File: src/rtl/lsu_mem_ctrl.sv
// Load/store initiator: one RV32 load/store per handshake onto a word-wide MemRead/MemWrite port,
// with lane extract/extend on loads and read-modify-write for SB/SH. Define LSU_MISALIGN_CHECK_EN to reject misaligned H/W.
module lsu_mem_ctrl #(
    parameter int READ_LATENCY = 1
) (
    input  logic        clk,
    input  logic        rst,
    input  logic        req_valid,
    output logic        req_ready,
    input  logic        req_store,
    input  logic [2:0]  req_funct3,
    input  logic [8:0]  req_addr,
    input  logic [31:0] req_wdata,
    output logic        resp_valid,
    output logic [31:0] resp_rdata,
    output logic        resp_err,
    output logic        MemRead,
    output logic        MemWrite,
    output logic [8:0]  mem_addr,
    output logic [31:0] mem_wdata,
    input  logic [31:0] mem_rdata
);

    localparam int CW = $clog2(READ_LATENCY + 1);
    localparam logic [CW-1:0] CNT_LAST = CW'(READ_LATENCY - 1);

    typedef enum logic [1:0] {IDLE, RD, WR, RESP} state_t;

    state_t        state_q, state_d;
    logic [CW-1:0] cnt_q, cnt_d;
    logic          store_q, store_d;
    logic [2:0]    f3_q, f3_d;
    logic [1:0]    off_q, off_d;
    logic [15:0]   wdata_q, wdata_d;
    logic          req_ready_q, req_ready_d;
    logic          resp_valid_q, resp_valid_d;
    logic [31:0]   resp_rdata_q, resp_rdata_d;
    logic          resp_err_q, resp_err_d;
    logic          mem_read_q, mem_read_d;
    logic          mem_write_q, mem_write_d;
    logic [8:0]    mem_addr_q, mem_addr_d;
    logic [31:0]   mem_wdata_q, mem_wdata_d;
    logic          req_err;

    function automatic logic [31:0] extract(input logic [31:0] w, input logic [2:0] f3,
                                            input logic [1:0] off);
        logic [7:0]  b;
        logic [15:0] h;
        b = w[{off, 3'b000} +: 8];
        h = off[1] ? w[31:16] : w[15:0];
        case (f3)
            3'b000:  return {{24{b[7]}}, b};
            3'b100:  return {24'h0, b};
            3'b001:  return {{16{h[15]}}, h};
            3'b101:  return {16'h0, h};
            default: return w;
        endcase
    endfunction

    function automatic logic [31:0] merge(input logic [31:0] w, input logic [1:0] sz,
                                          input logic [1:0] off, input logic [15:0] wd);
        logic [31:0] m;
        m = w;
        if (sz == 2'b00)
            m[{off, 3'b000} +: 8] = wd[7:0];
        else if (off[1])
            m[31:16] = wd;
        else
            m[15:0] = wd;
        return m;
    endfunction

    always_comb begin
        if (req_store)
            req_err = (req_funct3 > 3'b010);
        else
            req_err = (req_funct3 == 3'b011) || (req_funct3[2:1] == 2'b11);
`ifdef LSU_MISALIGN_CHECK_EN
        if (req_funct3[1:0] == 2'b01 && req_addr[0])
            req_err = 1'b1;
        if (req_funct3[1:0] == 2'b10 && req_addr[1:0] != 2'b00)
            req_err = 1'b1;
`endif
    end

    // Outputs are computed for the state being entered so they come straight from flops.
    always_comb begin
        state_d      = state_q;
        cnt_d        = cnt_q;
        store_d      = store_q;
        f3_d         = f3_q;
        off_d        = off_q;
        wdata_d      = wdata_q;
        req_ready_d  = req_ready_q;
        resp_valid_d = 1'b0;
        resp_rdata_d = 32'h0;
        resp_err_d   = 1'b0;
        mem_read_d   = 1'b0;
        mem_write_d  = 1'b0;
        mem_addr_d   = mem_addr_q;
        mem_wdata_d  = mem_wdata_q;
        case (state_q)
            IDLE: begin
                if (req_valid && req_ready_q) begin
                    store_d     = req_store;
                    f3_d        = req_funct3;
                    off_d       = req_addr[1:0];
                    wdata_d     = req_wdata[15:0];
                    mem_addr_d  = {req_addr[8:2], 2'b00};
                    req_ready_d = 1'b0;
                    cnt_d       = '0;
                    if (req_err) begin
                        state_d      = RESP;
                        resp_valid_d = 1'b1;
                        resp_err_d   = 1'b1;
                    end else if (req_store && req_funct3 == 3'b010) begin
                        state_d     = WR;
                        mem_write_d = 1'b1;
                        mem_wdata_d = req_wdata;
                    end else begin
                        state_d    = RD;
                        mem_read_d = 1'b1;
                    end
                end
            end
            RD: begin
                if (cnt_q == CNT_LAST) begin
                    // The read word is consumed directly: extracted for loads, merged into mem_wdata for RMW.
                    if (store_q) begin
                        state_d     = WR;
                        mem_write_d = 1'b1;
                        mem_wdata_d = merge(mem_rdata, f3_q[1:0], off_q, wdata_q);
                    end else begin
                        state_d      = RESP;
                        resp_valid_d = 1'b1;
                        resp_rdata_d = extract(mem_rdata, f3_q, off_q);
                    end
                end else begin
                    cnt_d      = cnt_q + 1'b1;
                    mem_read_d = 1'b1;
                end
            end
            WR: begin
                state_d      = RESP;
                resp_valid_d = 1'b1;
            end
            default: begin
                state_d     = IDLE;
                req_ready_d = 1'b1;
            end
        endcase
    end

    always_ff @(posedge clk or posedge rst) begin
        if (rst) begin
            state_q      <= IDLE;
            cnt_q        <= '0;
            store_q      <= 1'b0;
            f3_q         <= 3'b000;
            off_q        <= 2'b00;
            wdata_q      <= 16'h0;
            req_ready_q  <= 1'b1;
            resp_valid_q <= 1'b0;
            resp_rdata_q <= 32'h0;
            resp_err_q   <= 1'b0;
            mem_read_q   <= 1'b0;
            mem_write_q  <= 1'b0;
            mem_addr_q   <= 9'h0;
            mem_wdata_q  <= 32'h0;
        end else begin
            state_q      <= state_d;
            cnt_q        <= cnt_d;
            store_q      <= store_d;
            f3_q         <= f3_d;
            off_q        <= off_d;
            wdata_q      <= wdata_d;
            req_ready_q  <= req_ready_d;
            resp_valid_q <= resp_valid_d;
            resp_rdata_q <= resp_rdata_d;
            resp_err_q   <= resp_err_d;
            mem_read_q   <= mem_read_d;
            mem_write_q  <= mem_write_d;
            mem_addr_q   <= mem_addr_d;
            mem_wdata_q  <= mem_wdata_d;
        end
    end

    assign req_ready  = req_ready_q;
    assign resp_valid = resp_valid_q;
    assign resp_rdata = resp_rdata_q;
    assign resp_err   = resp_err_q;
    assign MemRead    = mem_read_q;
    assign MemWrite   = mem_write_q;
    assign mem_addr   = mem_addr_q;
    assign mem_wdata  = mem_wdata_q;

endmodule

File: config.mk
export PLATFORM = sky130hd
export DESIGN_NAME = lsu_mem_ctrl
export DESIGN_NICKNAME = d
export VERILOG_FILES = /design/src/rtl/lsu_mem_ctrl.sv
export SDC_FILE = /design/constraint.sdc
export NUM_CORES = 1
export LEC_CHECK = 0
export CORE_MARGIN = 10
export CORE_UTILIZATION = 40
export DETAILED_ROUTE_END_ITERATION = 6
export GPL_TIMING_DRIVEN = 0
export HOLD_SLACK_MARGIN = 0.06
export PLACE_DENSITY = 0.69
export SLEW_MARGIN = 20
export SYNTH_ARGS = -nofsm -noshare
export SYNTH_HDL_FRONTEND = slang
export SYNTH_SLANG_ARGS = --single-unit
File: constraint.sdc
create_clock -name clk -period 8.1 [get_ports clk]
set_input_delay 0.81 -clock clk [delete_from_list [all_inputs] [get_ports clk]]
set_output_delay 0.81 -clock clk [all_outputs]
set_load 0.01 [all_outputs]
# Word level (Yosys, flattened, before mapping)
# Index checks and enable logic that the tools add are counted.
classes:
  bitwise_logic: 1
  shift: 3
  n_addsub: 2
  eq_ne: 13
  n_mux: 43
  order_cmp: 1
  reduce_logical: 13
ops:
  columns: ["operator", "count"]
  rows:
  - ["2-to-1 mux 32 bit", 9]
  - ["case mux 32 bit (4 select lines)", 1]
  - ["case mux 32 bit (2 select lines)", 1]
  - ["2-to-1 mux 16 bit", 3]
  - ["bitwise mux 32 bit", 1]
  - ["variable shift 8 x 7 -> 32 bit (first input constant)", 1]
  - ["indexed part select 32 x 6 -> 8 bit", 1]
  - ["indexed part select 8 x 7 -> 32 bit", 1]
  - ["2-to-1 mux 1 bit", 18]
  - ["inequality test 2 bit (second input constant)", 5]
  - ["2-to-1 mux 2 bit", 4]
  - ["case mux 1 bit (2 select lines)", 4]
  - ["AND reduction 2 bit", 4]
  - ["negator 5 -> 7 bit", 1]
  - ["equality test 3 x 2 -> 1 bit (second input constant)", 2]
  - ["equality test 3 bit (second input constant)", 2]
  - ["case mux 2 bit (3 select lines)", 1]
  - ["AND reduction 6 bit", 1]
  - ["equality test 2 bit (second input constant)", 2]
  - ["zero test 2 bit", 2]
  - ["equality test 3 x 1 -> 1 bit (second input constant)", 1]
  - ["greater-than comparator 3 x 2 -> 1 bit (second input constant)", 1]
  - ["zero test 3 bit", 1]
  - ["case mux 1 bit (3 select lines)", 1]
  - ["7 further kinds", 8]
totals:
  ff_bits: 101
  elab_cells: 90
  output_inout_bits: 78
  input_bits: 80

# Depth between registers and ports, before layout
depth:
  word_depth: 7
  depth_mapped: 9
  depth_no_buf: 6

# Least setup slack after synthesis
# No wires, ideal clock.
synth_path:
  kind: "reg-to-reg"
  start: "reg off_q[1]"
  end: "reg mem_wdata_q[11] (netlist: mem_wdata[11])"
  slack_ns: 5.697
  t_required_ns: 8.004
  stages_incl_launch_ff: 10
  setup_ns: 0.096
  period_less_slack_ns: 2.403
  n_path_buf: 3
  t_arrival_ns: 2.307
  path_cell_list: "dfrtp_1 > buf_2 > buf_2 > inv_1 > ha_1 > clkbuf_1 > nand4b_1 > o311ai_0 > o221ai_1 > o31ai_1"
synth_between:
  elab_chain_len: 7
  word_cells_on_any_way: 9
  cone_classes: "1 x add/sub; 2 x shift; 6 x mux"
synth_lines:
  columns: ["element", "line", "source"]
  rows:
  - ["start, declared", "33", "logic [1:0] off_q, off_d;"]
  - ["start signal, assigned", "160", "off_q <= 2'b00;"]
  - ["start signal, assigned", "175", "off_q <= off_d;"]
  - ["negator 5 -> 7 bit", "65", "m[{off, 3'b000} +: 8] = wd[7:0];"]
  - ["indexed part select 8 x 7 -> 32 bit / variable shift 8 x 7 -> 32 bit (equally long branches)", "65", null]
  - ["bitwise mux 32 bit", "65", null]
  - ["2-to-1 mux 32 bit *", "64", "if (sz == 2'b00)"]
  - ["2-to-1 mux 32 bit *", "129", "if (store_q) begin"]
  - ["2-to-1 mux 32 bit *", "127", "if (cnt_q == CNT_LAST) begin"]
  - ["case mux 32 bit (2 select lines) *", "102", "case (state_q)"]
  - ["end signal, assigned", "184", "mem_wdata_q <= mem_wdata_d;"]
  - ["end, declared", "42", "logic [31:0] mem_wdata_q, mem_wdata_d;"]
# Every way passes the cells marked *; elsewhere a longest branch is shown, timed or not. The select of a mux whose other input is x is not followed.
# A chain may end at the register's enable or synchronous reset.

# Final worst setup path
# Same ends and word-level chain as after synthesis.

==> run metrics <==
run status completed; # DRC 0; max_cap viols 0; DRT iter0 DRCs 497; Worst Path Arrival between 3 and 4 ns; LEAKAGE 3.42 nW; Worst EP required 8.36 ns; layout cells sized above 1 0.118; fmax 297 MHz; Post-CTS Setup Repair Bufs 0; gr usage total 0.215; CTS Root Cell clkbuf_16; Yosys top cell area share 0.438; Port Buffer Count roughly 160; Ys Warns 0; Synth Flop Type dfrtp_1; Buf/Inv on CP 4; pin count of the biggest net entering global routing 52; area delta synth->final 36.9%; Worst Max-Slew Pin Slew 0.783 ns; Die Wd ~140 µm; CTS tree yes; grt ovf 0; drt wl/cell around 23 µm; Die ar. 19,300 µm²; share of flip-flops with an asynchronous set or reset 1.00; Max Clock Skew ~0.010 ns; Fin. Hold Viols 0; Synth area leader dfrtp_1; Hold WS 0.481 ns; Yosys cell types 54; number of global-route vias before repair about 5,500; Critical Path Max Stage Delay 0.51 ns; Nets 836; most frequent cells in the layout clkdlybuf4s50_1 (155), nand2_1 (106), dfrtp_1 (99), nor2_1 (40), mux2_2 (31); Filler Cells Inserted 1,236; H-Tree Depth 3; delay-heaviest family, CP buffers and inverters; clock sink count 100; crit path max fanout 10; post-DP HPWL between 15,000 and 20,000 µm; Final setup viols 0; floorplan row count 43; Tcrit/Tclk final 0.415; commonest non-fill, non-tap cell in the layout clkdlybuf4s50_1; Routed Antenna Nets 0; routed vias/inst 5.69; GPL Wtd Cong 0.910; Starting Density 0.408; register area share after synthesis 0.442; EDFF count, synth 0; Clk Latency, worst-skew pair between 0.3 and 0.4 ns; FF+latch count, synth 100; FF+latch area 2500 µm²; Crit-path slowest cell dfrtp_1; Worst VDD drop 0.179 mV; io pins 158; min Tclk post-route 3.36 ns; ranking of synthesized cells by area dfrtp_1 (44%), nand2_1 (7.0%), mux2_2 (6.2%); first-pass GRT wire length 32,800 µm; Avg Inst Size Synth around 9.8 µm²; crit path cell chain buf_2 -> buf_2 -> inv_1 -> ha_1 -> clkbuf_1 -> nand4b_1 -> o311ai_0 -> o221ai_1 -> o31ai_1; antenna violations before repair 0; WS Path Type reg -> reg; n_diodes 0; final slew viol count 0; final setup TNS 0 ns; CTS resizes 0; total power 0.00291 W; footprint of the multi-input gates 2850 µm²; final wirelength 21,500 µm; worst-case clock buffer depth 2; CTS Buf Count 9; Worst Setup Slack, final 4.74 ns; Cells after Synth 579; RSZ-0062 raised after global routing false; pre-CTS WS 4.79 ns; DRT Pass-1 Iters 5; most frequent CP cell buf_2; DIE HEIGHT 139 µm; Core Area 13,900 µm²; # hold bufs at CTS 0; Max-Slew Margin vs Limit 0.478; post-synthesis cell area ~5700 µm²; Startpoint Class flop; routed vias approximately 5,300; hold crit path type reg -> reg; crit end category flop; pwr dens 375 nW/µm²; Clk pin slew, worst setup/hold paths 0.07 ns
## worst reg2reg max path, delay by kind of cell (launching register included)
kind	cells	cell delay, ns
AO/OA/AOI/OAI	3	0.93
buffers and inverters	4	1.19
adder cells (fa/ha/maj)	1	0.37
flip-flops	1	0.51
AND/OR/NAND/NOR	1	0.27
## flip-flops by register name, summed over array words and instances (netlist names), 2 cells and up
register,count
mem_wdata,32
resp_rdata,32
wdata_q,16
mem_addr,7
f3_q,3
off_q,2
state_q,2
## synth_stat cells (2+ instances only)
master     number
a2111oi_0       2
a211oi_1       22
a21o_1         16
a21oi_1         9
a221oi_1       23
a221oi_2        6
a32oi_1         6
and2_1          4
buf_1           5
buf_2          17
buf_4           3
buf_6           3
clkbuf_1       19
dfrtp_1        99
ha_1            9
inv_1          21
mux2_2         31
mux2i_1        25
mux4_2          3
nand2_1       106
nand2b_1       10
nor2_1         40
nor2b_1         5
nor3_1          2
nor4bb_1        9
o211a_1         2
o21ai_0        27
o221a_2         5
o221ai_1       10
o22ai_1         4
o311ai_0        6
o31ai_1         8
## cells by family after synthesis
group	Yosys count	synth area share
compound gates	153	0.210
fa+ha+maj	9	0.0199
buf+inv	68	0.0548
flops	100	0.442
mux	59	0.118
other cells	1	0.000663
simple gates	189	0.155
## per-layer routing
layer,vias up,global-route usage,share of wire
met5,-,0,0
met4,0,0.0730,0.021
met2,219,0.345,0.47
met1,2615,0.279,0.43
met3,27,0.0466,0.071
li1,2439,-,-
## power by group
| group | internal (W) | leakage [nW] | switching [W] |
|---|---|---|---|
| registers | 0.000712 | 1.27 | 0.000156 |
| clock network | 0.000217 | 0.122 | 0.000188 |
| logic | 0.000753 | 2.02 | 0.000879 |
| total | 0.00168 | 3.42 | 0.00122 |
## worst paths after layout
check	slack, ns	depth (start not counted)	from	end
max	4.74	9	off_q[1]	mem_wdata[11]
min	0.48	2	mem_addr[5]	mem_addr[5]
max reg2reg	4.74	9	off_q[1]	mem_wdata[11]
min reg2reg	0.48	2	mem_addr[5]	mem_addr[5]
max in group asynchronous	6.59	3	rst	req_ready
min in group asynchronous	0.86	2	rst	wdata_q[9]
## cell type report
class / instances / share of cell area
plain buffers: 47 / 0.0299
clock buffers: 13 / 0.0323
clock inverters: 3 / 0.00291
inverters: 21 / 0.0108
multi-input cells: 412 / 0.368
flip-flops and latches: 100 / 0.323
well taps: 180 / 0.0291
repair buffers: 156 / 0.204
## stage by stage
step | cell area [µm²] | std cells | utilization
floorplan | 5660 | 580 | -
global placement | 7440 | 915 | 0.536
detailed placement | 7470 | 916 | 0.538
CTS | 7740 | 932 | 0.558
global route | 7740 | 932 | 0.558
finish | 7740 | 932 | 0.558
Power figures use the tool's default switching activity.
